--- src/rtl/receptor_pkg.sv ---
// receptor_pkg: state and error encodings shared by the packet receive sequencer.
package receptor_pkg;

    // Sequencer states; the encoding is exported on db_estado.
    typedef enum logic [2:0] {
        ESPERA_CAB   = 3'b000,
        RECEBE_DADOS = 3'b001,
        RECEBE_CHECK = 3'b010,
        VALIDO       = 3'b011,
        ERRO         = 3'b100
    } estado_t;

    // Values reported on codigo_erro.
    localparam logic [2:0] ERR_NENHUM   = 3'b000;
    localparam logic [2:0] ERR_PARIDADE = 3'b001;
    localparam logic [2:0] ERR_FORMATO  = 3'b010;
    localparam logic [2:0] ERR_CHECKSUM = 3'b011;
    localparam logic [2:0] ERR_TIMEOUT  = 3'b100;

    // Header bits [15:8] that mark the start of a packet.
    localparam logic [7:0] SYNC_PADRAO = 8'hA5;

endpackage

--- src/rtl/controle_pacote_rx_contador_timeout.sv ---
// contador_timeout: counts idle cycles between words of a packet and flags
// expiry on the TIMEOUT_CYCLES-th clock edge after the last clear.
module contador_timeout #(
    parameter int TIMEOUT_CYCLES = 5_000_000
) (
    input  logic clock,
    input  logic reset,
    input  logic i_limpa,
    input  logic i_habilita,
    output logic o_expirou
);

    localparam int CW = $clog2(TIMEOUT_CYCLES + 1);

    logic [CW-1:0] r_contagem;

    // Idle-cycle counter: cleared on request, saturates once expired.
    always_ff @(posedge clock or posedge reset) begin
        // NOTE: state registers use non-blocking assignments so every flop
        // samples the pre-edge values, independent of process ordering.
        if (reset) begin
            r_contagem <= '0;
        end else if (i_limpa) begin
            r_contagem <= '0;
        end else if (i_habilita && !o_expirou) begin
            r_contagem <= r_contagem + 1'b1;
        end
    end

    // Count starts at 0 in the cycle after a clear, so value T-1 is reached
    // in the cycle that ends with the T-th edge.
    assign o_expirou = i_habilita && (r_contagem == CW'(TIMEOUT_CYCLES - 1));

endmodule

--- src/rtl/controle_pacote_rx.sv ---
// controle_pacote_rx: assembles receiver words into header/payload/checksum
// packets, writes the payload into the register bank and validates the frame.
module controle_pacote_rx
    import receptor_pkg::*;
#(
    parameter logic [7:0] SYNC           = SYNC_PADRAO,
    parameter int         MAX_WORDS      = 8,
    parameter int         TIMEOUT_CYCLES = 5_000_000,
    parameter int         AW             = $clog2(MAX_WORDS)
) (
    input  logic          clock,
    input  logic          reset,
    input  logic [15:0]   rx_data,
    input  logic          rx_pronto,
    input  logic          rx_erro,
    input  logic          consumido,
    output logic          escreve,
    output logic [AW-1:0] endereco,
    output logic [15:0]   dado,
    output logic [AW:0]   tamanho,
    output logic          pacote_valido,
    output logic          erro,
    output logic [2:0]    codigo_erro,
    output logic [2:0]    db_estado
);

    estado_t       r_estado;
    estado_t       w_prox_estado;

    logic [15:0]   r_soma;
    logic [AW-1:0] r_idx;
    logic          r_escreve;
    logic [AW-1:0] r_endereco;
    logic [15:0]   r_dado;
    logic [AW:0]   r_tamanho;
    logic          r_pacote_valido;
    logic          r_erro;
    logic [2:0]    r_codigo;

    logic [15:0]   w_soma;
    logic [AW-1:0] w_idx;
    logic          w_escreve;
    logic [AW-1:0] w_endereco;
    logic [15:0]   w_dado;
    logic [AW:0]   w_tamanho;
    logic [2:0]    w_codigo;

    logic          w_bom;
    logic          w_cab_sync;
    logic          w_cab_tam_ok;
    logic          w_ultima;
    logic          w_em_recepcao;
    logic          w_expirou;

    assign w_bom         = rx_pronto && !rx_erro;
    assign w_cab_sync    = (rx_data[15:8] == SYNC);
    assign w_cab_tam_ok  = (rx_data[7:0] != 8'd0) && (rx_data[7:0] <= 8'(MAX_WORDS));
    assign w_ultima      = ({1'b0, r_idx} == (r_tamanho - 1'b1));
    assign w_em_recepcao = (r_estado == RECEBE_DADOS) || (r_estado == RECEBE_CHECK);

    // Inter-word watchdog; restarts on every word and whenever idle.
    contador_timeout #(
        .TIMEOUT_CYCLES (TIMEOUT_CYCLES)
    ) u_timeout (
        .clock      (clock),
        .reset      (reset),
        .i_limpa    (rx_pronto || !w_em_recepcao),
        .i_habilita (w_em_recepcao),
        .o_expirou  (w_expirou)
    );

    // State register.
    always_ff @(posedge clock or posedge reset) begin
        if (reset) begin
            r_estado <= ESPERA_CAB;
        end else begin
            r_estado <= w_prox_estado;
        end
    end

    // Next-state logic; a word arriving together with expiry takes priority.
    always_comb begin
        // NOTE: every combinational output gets a default first, so no path
        // leaves it unassigned and no latch is inferred.
        w_prox_estado = r_estado;
        unique case (r_estado)
            ESPERA_CAB: begin
                if (w_bom && w_cab_sync) begin
                    w_prox_estado = w_cab_tam_ok ? RECEBE_DADOS : ERRO;
                end
            end
            RECEBE_DADOS: begin
                if (rx_pronto) begin
                    if (rx_erro)       w_prox_estado = ERRO;
                    else if (w_ultima) w_prox_estado = RECEBE_CHECK;
                end else if (w_expirou) begin
                    w_prox_estado = ERRO;
                end
            end
            RECEBE_CHECK: begin
                if (rx_pronto) begin
                    w_prox_estado = (!rx_erro && rx_data == r_soma) ? VALIDO : ERRO;
                end else if (w_expirou) begin
                    w_prox_estado = ERRO;
                end
            end
            VALIDO: begin
                if (consumido) w_prox_estado = ESPERA_CAB;
            end
            ERRO:    w_prox_estado = ESPERA_CAB;
            default: w_prox_estado = ESPERA_CAB;
        endcase
    end

    // Next values for the datapath and the registered outputs.
    always_comb begin
        w_escreve  = 1'b0;
        w_endereco = r_endereco;
        w_dado     = r_dado;
        w_tamanho  = r_tamanho;
        w_codigo   = r_codigo;
        w_soma     = r_soma;
        w_idx      = r_idx;
        unique case (r_estado)
            ESPERA_CAB: begin
                if (w_bom && w_cab_sync) begin
                    if (w_cab_tam_ok) begin
                        w_tamanho = rx_data[AW:0];
                        w_soma    = rx_data;
                        w_idx     = '0;
                        w_codigo  = ERR_NENHUM;
                    end else begin
                        w_codigo  = ERR_FORMATO;
                    end
                end
            end
            RECEBE_DADOS: begin
                if (rx_pronto) begin
                    if (rx_erro) begin
                        w_codigo = ERR_PARIDADE;
                    end else begin
                        w_escreve  = 1'b1;
                        w_endereco = r_idx;
                        w_dado     = rx_data;
                        w_soma     = r_soma + rx_data;
                        w_idx      = r_idx + 1'b1;
                    end
                end else if (w_expirou) begin
                    w_codigo = ERR_TIMEOUT;
                end
            end
            RECEBE_CHECK: begin
                if (rx_pronto) begin
                    if (rx_erro)                 w_codigo = ERR_PARIDADE;
                    else if (rx_data != r_soma)  w_codigo = ERR_CHECKSUM;
                end else if (w_expirou) begin
                    w_codigo = ERR_TIMEOUT;
                end
            end
            default: ;
        endcase
    end

    // Output and datapath registers; flags follow the state being entered.
    always_ff @(posedge clock or posedge reset) begin
        if (reset) begin
            r_escreve       <= 1'b0;
            r_endereco      <= '0;
            r_dado          <= '0;
            r_tamanho       <= '0;
            r_codigo        <= ERR_NENHUM;
            r_soma          <= '0;
            r_idx           <= '0;
            r_pacote_valido <= 1'b0;
            r_erro          <= 1'b0;
        end else begin
            r_escreve       <= w_escreve;
            r_endereco      <= w_endereco;
            r_dado          <= w_dado;
            r_tamanho       <= w_tamanho;
            r_codigo        <= w_codigo;
            r_soma          <= w_soma;
            r_idx           <= w_idx;
            r_pacote_valido <= (w_prox_estado == VALIDO);
            r_erro          <= (w_prox_estado == ERRO);
        end
    end

    assign escreve       = r_escreve;
    assign endereco      = r_endereco;
    assign dado          = r_dado;
    assign tamanho       = r_tamanho;
    assign pacote_valido = r_pacote_valido;
    assign erro          = r_erro;
    assign codigo_erro   = r_codigo;
    assign db_estado     = r_estado;

endmodule

--- config.mk ---
export PLATFORM = sky130hd
export DESIGN_NAME = controle_pacote_rx
export DESIGN_NICKNAME = d
export VERILOG_FILES = /design/src/rtl/receptor_pkg.sv /design/src/rtl/controle_pacote_rx_contador_timeout.sv /design/src/rtl/controle_pacote_rx.sv
export SDC_FILE = /design/constraint.sdc
export NUM_CORES = 1
export LEC_CHECK = 0
export CAP_MARGIN = 20
export CORE_MARGIN = 5
export CORE_UTILIZATION = 35
export DETAILED_ROUTE_END_ITERATION = 10
export DONT_BUFFER_PORTS = 1
export PLACE_DENSITY = 0.46
export SYNTH_ARGS = -nofsm -noshare
export SYNTH_HDL_FRONTEND = slang
export SYNTH_HIERARCHICAL = 1
export SYNTH_SLANG_ARGS = --single-unit
--- constraint.sdc ---
create_clock -name clock -period 2.85 [get_ports clock]
set_input_delay 0.4275 -clock clock [delete_from_list [all_inputs] [get_ports clock]]
set_output_delay 0.4275 -clock clock [all_outputs]
set_load 0.03 [all_outputs]
# ---- Word level (Yosys, flattened, before mapping)
# Index checks and enable logic that the tools add are counted.
dict set report op_classes {
  n_addsub 4
  mul 0
  div 0
  order_cmp 1
  eq_ne 16
  n_shift 0
  muxes 34
  bitwise_logic 1
  n_reduce_logical 20
}
# cell n
set op_table {}
lappend op_table {{16-bit 2-to-1 mux} 4}
lappend op_table {{3-bit 2-to-1 mux} 20}
lappend op_table {{23-bit 2-to-1 mux} 2}
lappend op_table {{16-bit case mux with 2 select lines} 1}
lappend op_table {{23-bit by 1-bit adder with 23-bit output, second input constant} 1}
lappend op_table {{23-bit equality test, second input constant} 1}
lappend op_table {{16-bit adder} 1}
lappend op_table {{16-bit equality test} 1}
lappend op_table {{16-bit != test} 1}
lappend op_table {{3-bit case mux with 4 select lines} 1}
lappend op_table {{3-bit by 2-bit equality test with 1-bit output, second input constant} 3}
lappend op_table {{3-bit case mux with 3 select lines} 1}
lappend op_table {{8-bit equality test, second input constant} 1}
lappend op_table {{8-bit by 4-bit <= comparator with 1-bit output, second input constant} 1}
lappend op_table {{2-bit != test, second input constant} 4}
lappend op_table {{8-bit nonzero test} 1}
lappend op_table {{1-bit logical AND} 6}
lappend op_table {{3-bit case mux with 2 select lines} 1}
lappend op_table {{3-bit AND reduction} 2}
lappend op_table {{5-bit AND reduction} 1}
lappend op_table {{3-bit by 4-bit equality test with 1-bit output} 1}
lappend op_table {{4-bit by 3-bit != test with 1-bit output, second input constant} 1}
lappend op_table {{4-bit AND reduction} 1}
lappend op_table {{2-bit nonzero test} 2}
lappend op_table {{other kinds (12)} 17}
dict set report totals {
  reg_bits 74
  latchBits 0
  ram_bits 0
  mem_bits_ro 0
  output_inout_bits 32
  mem_count 0
}

# ---- Depth between registers and ports, before layout
# Gate-level depths: netlist (run 1).
dict set report depth {
  word_depth 7
  depth_mapped 11
  depth_no_buf 9
}

# ---- Cells and area by module
# The synthesis (run 1) kept the hierarchy.
# module n_inst cells_per_inst area_each_um2 seq_area_each_um2
set modules_own_cells {}
lappend modules_own_cells {controle_pacote_rx 1 369 3106.7 1276.2}
lappend modules_own_cells {contador_timeout 1 144 1296.2 575.6}

# ---- Least setup slack after synthesis (run 1)
# Ideal clock, no wire load.
dict set report synth_timing {
  kind {register -> register}
  start {register r_estado[1] (netlist: db_estado[1])}
  end {register u_timeout.r_contagem[19]}
  setup_ns 0.132
  t_arrival_ns 2.574
  required_ns 2.718
  slack_ns 0.144
  path_stages_with_launch 11
  period_less_slack_ns 2.706
  cell_sequence {dfrtp_1 -> clkbuf_1 -> nand2_1 -> a21o_1 -> inv_2 -> clkbuf_1 -> inv_1 -> or4_1 -> nor4_1 -> xnor2_1 -> nor2_1}
}
dict set report synth_via {
  elab_chain_cells 6
  word_cells_on_any_way 10
}
# element line
set synth_lines {}
lappend synth_lines {{start, declared} controle_pacote_rx.sv:27} ;# estado_t r_estado;
lappend synth_lines {{start signal, assigned} controle_pacote_rx.sv:77} ;# r_estado <= w_prox_estado;
lappend synth_lines {{3-bit by 1-bit equality test with 1-bit output or 3-bit by 2-bit equality test with 1-bit output (tied branches)} controle_pacote_rx.sv:59} ;# assign w_em_recepcao = (r_estado == RECEBE_DADOS) || (r_estado == RECEBE_CHECK);
lappend synth_lines {{1-bit logical OR (*)} controle_pacote_rx.sv:59}
lappend synth_lines {{via w_em_recepcao} controle_pacote_rx.sv:52} ;# logic w_em_recepcao;
lappend synth_lines {{1-bit logical AND} controle_pacote_rx_contador_timeout.sv:32} ;# assign o_expirou = i_habilita && (r_contagem == CW'(TIMEOUT_CYCLES - 1));
lappend synth_lines {{1-bit logical NOT} controle_pacote_rx_contador_timeout.sv:25} ;# end else if (i_habilita && !o_expirou) begin
lappend synth_lines {{1-bit logical AND} controle_pacote_rx_contador_timeout.sv:25}
lappend synth_lines {{2-bit nonzero test (no line)} n/a}
lappend synth_lines {{end signal, assigned} controle_pacote_rx_contador_timeout.sv:26} ;# r_contagem <= r_contagem + 1'b1;
lappend synth_lines {{end, declared} controle_pacote_rx_contador_timeout.sv:15} ;# logic [CW-1:0] r_contagem;
# The timed path passes the listed nets; every way through them passes the cells marked *.
# A chain may end at the register's enable or synchronous reset.

# ---- Worst setup path after layout (run 1)
dict set report layout_timing {
  start {register u_timeout.r_contagem[6]}
  end {register r_codigo[1] (netlist: codigo_erro[1])}
}
dict set report layout_via {
  elab_chain_cells 5
  word_cells_on_any_way 6
}
# element line
set layout_lines {}
lappend layout_lines {{23-bit equality test (*)} controle_pacote_rx_contador_timeout.sv:32}
lappend layout_lines {{1-bit logical AND (*)} controle_pacote_rx_contador_timeout.sv:32}
lappend layout_lines {{via w_expirou} controle_pacote_rx.sv:53} ;# logic w_expirou;
lappend layout_lines {{3-bit 2-to-1 mux (*)} n/a}
lappend layout_lines {{3-bit 2-to-1 mux (on tied branches)} n/a}
lappend layout_lines {{3-bit case mux with 3 select lines (*)} n/a}
lappend layout_lines {{end signal, assigned} controle_pacote_rx.sv:181} ;# r_codigo <= w_codigo;
lappend layout_lines {{end, declared} controle_pacote_rx.sv:38} ;# logic [2:0] r_codigo;
# Marked as above.

==> results.md, run 1 <==
- Worst slew pin tran: 0.922 ns
- Worst Path Required: 3.05 ns
- Avg Cell Area, Syn: 8.58 sq um
- Row Count: 41
- Max-Cap Viols: 0
- Syn Inst Count: 513
- Syn nets: 553
- Warnings from Yosys: 6
- Post-synthesis sequential area ratio: 42.1%
- Clock skew: 0.00415 ns
- Initial Utilization: 35.3%
- Post-synthesis register bit count: 74
- Net Switching: 679 uW
- Sw Ratio: 25.4%
- CTS resizes: 0
- Die Span Y: 122 um
- Number of global-route vias before repair: 3662
- Tmin final: 2.38 ns
- Kind of end point of the critical path: flop
- Register area: 1850 sq um
- Top FF cell, synth: dfrtp_1
- Status: complete, no violations
- Arrival time of the worst setup path: 2.58 ns
- Layout cells sized above 1: 6.70%
- Syn-to-layout area delta: 12.2%
- 1st-pass router iterations: 6
- Placer Congestion: 0.847
- First-pass GRT wire length: 19.5 mm
- Filler cells: 1273
- Worst rel slew slack: 38.5%
- Initial antenna violation count: 0
- Full die area: 14900 sq um
- DRC viols: 0
- Remaining Overflow, GRT: 0
- # IOs: 53
- Synth area leaders: dfrtp_1, nand2_1, ha_1, nor2_1, xor2_1
- Async SR Flop Fraction: 100%
- Num CTS Buffers: 9
- Most frequent cells in the layout: nand2_1, dfrtp_1, nor2_1
- Clock tree root driver cell: clkbuf_16
- Final Hold Violating Endpoints: 0
- Clock tree buffer depth: 2
- Vias: 3701
- Nets: 557
- Vias/cell: 5.33
- # diodes: 0
- Critical path class: flop to flop
- Max Freq: 420 MHz
- Post-synth EDFFs: 0
- Horiz. Die Dim: 122 um
- CTS tree: yes
- Yosys cell types: 62
- Most common cell after layout, fill and taps aside: nand2_1
- Gr usage total: 16.8%
- Crit path max fanout: 6
- Worst-Skew Late Latency: 0.34 ns
- Routed Antenna Nets: 0
- Share of the synthesized area in the top cell type: 42.1%
- Core area: 12500 sq um
- RSZ-0062 raised after global routing: no
- H-tree levels: 3
- Final worst-path cycle share: 83.6%
- Startpoint Class: flop
- Final TNS setup: 0 ns
- Pins over their slew limit: 0
- WHS: 0.186 ns
- Largest net degree at the start of global routing: 34
- Pwr dens: 540 nW/um^2
- # setup viols final: 0
- Logic pwr share: 9.2%
- Clk slew on worst S/H paths: 0.06 ns
- Int Pwr: 1990 uW
- Synthesized area: 4400 sq um
- Drt initial violations: 195
- Count of input and output buffers: 0
- Yosys top cell by area: dfrtp_1
- Sequential share of power: 45.1%
- Clock sink count: 74
- Routed wire length: 11.9 mm
- Worst Hold Class: primary input to async pin
- Clock power share: 45.8%
- Max VDD drop: 0.000315 V
- Hpwl dp: 8.84 mm
- Routed length per instance: 17.2 um
- Leak pwr: 0.00219 uW
- Area occupied by multi-input gates: 2360 sq um
-- layout make-up --
class	count	share of cell area (%)
Multi-Input combinational cell	395	47.7
Sequential cell	74	37.5
Clock buffer	14	5.14
Tap cell	172	4.35
Timing Repair Buffer	16	2.48
Inverter	21	1.59
Clock inverter	2	1.22
-- synthesized netlist by cell type, drive strengths merged (3+ instances only) --
master and n:
or4 11, nor4 9, nor3 19, o311ai 4
xor2 14, inv 20, nand2 99, dfrtp 74
nor2b 11, o21a 5, a21o 5, a31oi 4
ha 18, a211oi 4, nand2b 4, nand3 21
and3 6, nor3b 3, xnor2 9, nor2 36
mux2 4, o21ai 36, o31ai 10, nor4b 3
clkbuf 15, a21oi 23, nand4 3, or3 4
buf 8
-- registers in the layout, summed over array words and instances, names as in the netlist, 3 cells and up --
| name | flops |
|---|---|
| u_timeout/r_contagem | 23 |
| r_soma | 16 |
| codigo_erro | 3 |
| endereco | 3 |
| tamanho | 4 |
| dado | 16 |
| db_estado | 3 |
| r_idx | 3 |
-- routing by layer --
metal  wire [um]  part of all wire (%)  track usage (%)  up-vias
li1            -                     -                -     1835
met1        5500                    46             21.7     1759
met2        5610                    47             27.0       88
met3         566                   4.8             4.04       19
met4         235                   2.0             7.21        0
met5           0                     0                0        -
-- power groups by stage --
stage / sequential (uW) / clock, uW / combinational, uW
6_report: 1200 / 1220 / 245
2_1_floorplan: 1210 / 0 / 198
3_5_place_dp: 1220 / 0 / 245
4_1_cts: 1210 / 1260 / 247
5_1_grt: 1210 / 1310 / 281
3_3_place_gp: 1220 / 0 / 245
-- critical path: stages (launching register included) --
cell and delay (ns):
dfrtp_1 0.42, or4_1 0.53, or4_4 0.43, nor3_1 0.23, buf_4 0.20, nor3_1 0.06, o41ai_1 0.23, o311ai_1 0.15
-- cells by family (layout without fill, tap and decap cells) --
group | after synthesis | count (layout) | share of synthesized area [%]
xor+xnor | 23 | 23 | 4.58
compound gates | 113 | 113 | 16.5
buf+inv | 44 | 53 | 4.35
flops | 74 | 74 | 42.1
fa+ha+maj | 19 | 19 | 5.57
mux | 6 | 6 | 1.56
simple gates | 234 | 234 | 25.4
-- repair_timing --
item                                   in CTS  in global routing
buffers inserted                            0                  0
endpoints found under the hold margin      18                  0
hold buffers                                1                  0
-- stage by stage --
| stage | std cells | utilization [%] | area, sq um | setup slack (ns) | power [uW] |
|---|---|---|---|---|---|
| 4_1_cts | 694 | 39.6 | 4940 | 0.415 | 2710 |
| 5_1_grt | 694 | 39.6 | 4940 | 0.183 | 2800 |
| 3_3_place_gp | 677 | 37.0 | 4620 | 0.392 | 1470 |
| 6_report | 694 | 39.6 | 4940 | 0.468 | 2670 |
| 2_1_floorplan | 513 | - | 4400 | 0.144 | 1410 |
| 3_5_place_dp | 677 | 37.0 | 4620 | 0.430 | 1470 |
-- worst paths after layout --
check                                   startpoint                        to  slack, ns  cells past startpoint
setup / recovery           u_timeout/r_contagem[6]            codigo_erro[1]       0.47                      7
hold / removal                               reset  u_timeout/r_contagem[17]       0.19                      1
setup reg to reg           u_timeout/r_contagem[6]            codigo_erro[1]       0.47                      7
hold reg to reg                          r_soma[6]                 r_soma[6]       0.48                      1
max in group asynchronous                    reset              db_estado[2]       1.48                      3
min in group clock                     rx_data[10]                  dado[10]       0.20                      2
(Power assumes the default switching activity.)
==> inputs of run 2 (changes only) <==
==> constraint.sdc (replaced) <==
create_clock -name clock -period 2.23 [get_ports clock]
set_input_delay 0.3345 -clock clock [delete_from_list [all_inputs] [get_ports clock]]
set_output_delay 0.3345 -clock clock [all_outputs]
set_load 0.03 [all_outputs]
==> run 2 against run 1 <==
Clock power increased by 30%. Global-route usage increased by 0.41 points. Fmax increased by 3.9%. Wire length increased by 2.1%. Sequential power increased by 28%. Flip-flop and latch count unchanged. Clock-buffer cell count decreased by 3. Total power increased by 31%. Non-clock buffer count increased by 36. Combinational power increased by 51%. Core utilization increased by 3.4 points. Via count increased by 3.3%. The run now ends with negative setup slack left.
==> results.md, run 2 (synthesized netlist as in run 1, its figures left out) <==
- Full die area: 14900 sq um (unchanged)
- # IOs: 53 (unchanged)
- Final setup margin: -0.0611 ns (-0.530 ns)
- Row Count: 41 (unchanged)
- Worst-Skew Late Latency: 0.34 ns (about the same)
- Clock sink count: 74 (unchanged)
- Gr usage total: 17.2% (+0.41 points)
- Max reg flops: 23 (unchanged)
- Horiz. Die Dim: 122 um (unchanged)
- Clock tree root driver cell: clkbuf_16
- Num CTS Buffers: 9 (unchanged)
- Vias: 3824 (+3.3%)
- Max VDD drop: 0.000374 V (+19%)
- Final Non-Filler Cells: 730 (+5.2%)
- Most flop-heavy register: u_timeout/r_contagem
- Clk slew on worst S/H paths: 0.06 ns (about the same)
- Syn-to-layout area delta: 21.8%
- Final TNS setup: -0.0628 ns (-0.0628 ns)
- H-tree levels: 3 (unchanged)
- FF-to-FF path depth: 9 (+2)
- Number of global-route vias before repair: 3920 (+7.0%)
- Routed length per instance: 16.7 um (-2.9%)
- Drt initial violations: 158 (-19%)
- Most frequent cells in the layout: nand2_1, dfrtp_1, buf_4
- Layout cells sized above 1: 18.3% (+12 points)
- Count of input and output buffers: 0 (unchanged)
- Hpwl dp: 9.16 mm (+3.5%)
- Arrival time of the worst setup path: 2.53 ns (-0.05 ns)
- Critical path class: flop to flop
- Crit path max fanout: 3 (-3)
- Placer Congestion: 0.887 (+4.7%)
- Most common cell after layout, fill and taps aside: nand2_1
- # setup viols final: 2 (+2)
- Largest net degree at the start of global routing: 27 (-21%)
- Die Span Y: 122 um (unchanged)
- Core area: 12500 sq um (unchanged)
- 1st-pass router iterations: 4 (-2)
- Initial antenna violation count: 0 (unchanged)
- Worst Hold Class: primary input to async pin
- Post-route cell area: 5360 sq um (+8.5%)
- Final worst-path cycle share: 103% (+19 points)
- CTS tree: yes
- Nets: 593 (+6.5%)
- Failing checks: negative setup slack
- DRC viols: 0 (unchanged)
- Worst Path Required: 2.47 ns (-0.58 ns)
- Status: complete, but fails checks
- Routed Antenna Nets: 0 (unchanged)
- Leak pwr: 0.00239 uW (+9.2%)
- Pwr dens: 652 nW/um^2 (+21%)
- Routed wire length: 12.2 mm (+2.1%)
- First-pass GRT wire length: 19.9 mm (+1.9%)
- Clock tree buffer depth: 2 (unchanged)
- Startpoint Class: flop
- RSZ-0062 raised after global routing: yes
- WHS: 0.0774 ns (-0.109 ns)
- Filler cells: 1263 (-0.79%)
- Max Freq: 436 MHz (+3.9%)
- # diodes: 0 (unchanged)
- Area post-placement: 4900 sq um (+6.1%)
- Max-Cap Viols: 0 (unchanged)
- Worst slew pin tran: 0.905 ns (-0.0164 ns)
- Tmin final: 2.29 ns (-0.0904 ns)
- Initial Utilization: 35.3% (unchanged)
- Final Hold Violating Endpoints: 0 (unchanged)
- Remaining Overflow, GRT: 0 (unchanged)
- Pins over their slew limit: 0 (unchanged)
- Clock skew: 0.00700 ns (+0.00285 ns)
- Dpl cells: 711 (+5.0%)
- Vias/cell: 5.24 (-1.8%)
- Worst rel slew slack: 39.6% (+1.1 points)
- Kind of end point of the critical path: flop
- Design Power: 3500 uW (+31%)
## run 2: repair_timing
item | CTS | global route
endpoints found under the setup margin | 10 | 13
endpoints found under the hold margin | 21 | 0
pin swaps | 0 | 3
gates resized for setup | 8 | 20
hold buffers | 1 | 0
buffers inserted | 1 | 1
## run 2: path summary, 6_finish.rpt
check                             from                  endpoint  slack [ns]
min in group clock         rx_data[11]                  dado[11]        0.09
max reg2reg                  r_soma[0]                r_soma[12]       -0.06
min reg2reg                  r_soma[6]                 r_soma[6]        0.48
max                          r_soma[0]                r_soma[12]       -0.06
min                              reset  u_timeout/r_contagem[13]        0.08
max in group asynchronous        reset              db_estado[1]        1.07
## run 2: worst max-delay path, stage by stage (launching register included)
cell	delay, ns
dfrtp_1	0.39
ha_2	0.19
inv_2	0.05
fa_2	0.21
nor2b_2	0.05
o31a_1	0.27
o31a_1	0.26
o21a_1	0.18
or3_1	0.35
a32o_1	0.25
## run 2: final cells by class
type | count | area, sq um | share of cell area (%)
multi-input cells | 395 | 2500 | 46.6
flip-flops and latches | 74 | 1850 | 34.6
repair buffers | 52 | 397 | 7.40
clock buffers | 11 | 243 | 4.53
well taps | 172 | 215 | 4.01
inverters | 21 | 78.8 | 1.47
clock inverters | 5 | 77.6 | 1.45
## run 2: metal layers
metal | track usage, % | wire length, um
met2 | 29.2 | 5990
met5 | 0 | 0
met3 | 4.50 | 653
met4 | 8.40 | 309
met1 | 20.3 | 5210
## run 2: report_power, final
group | total [uW] | switching (uW) | internal [uW] | leakage [uW]
logic | 369 | 206 | 163 | 0.00124
clock network | 1590 | 582 | 1010 | 0.000156
registers | 1540 | 133 | 1410 | 0.000997
## run 2: stage by stage
stage | util [%] | setup slack [ns]
2_1_floorplan | - | 0.00547
3_3_place_gp | 39.3 | -0.0428
3_5_place_dp | 39.3 | -0.0718
4_1_cts | 42.3 | -0.0368
5_1_grt | 43.0 | -0.138
6_report | 43.0 | -0.0611
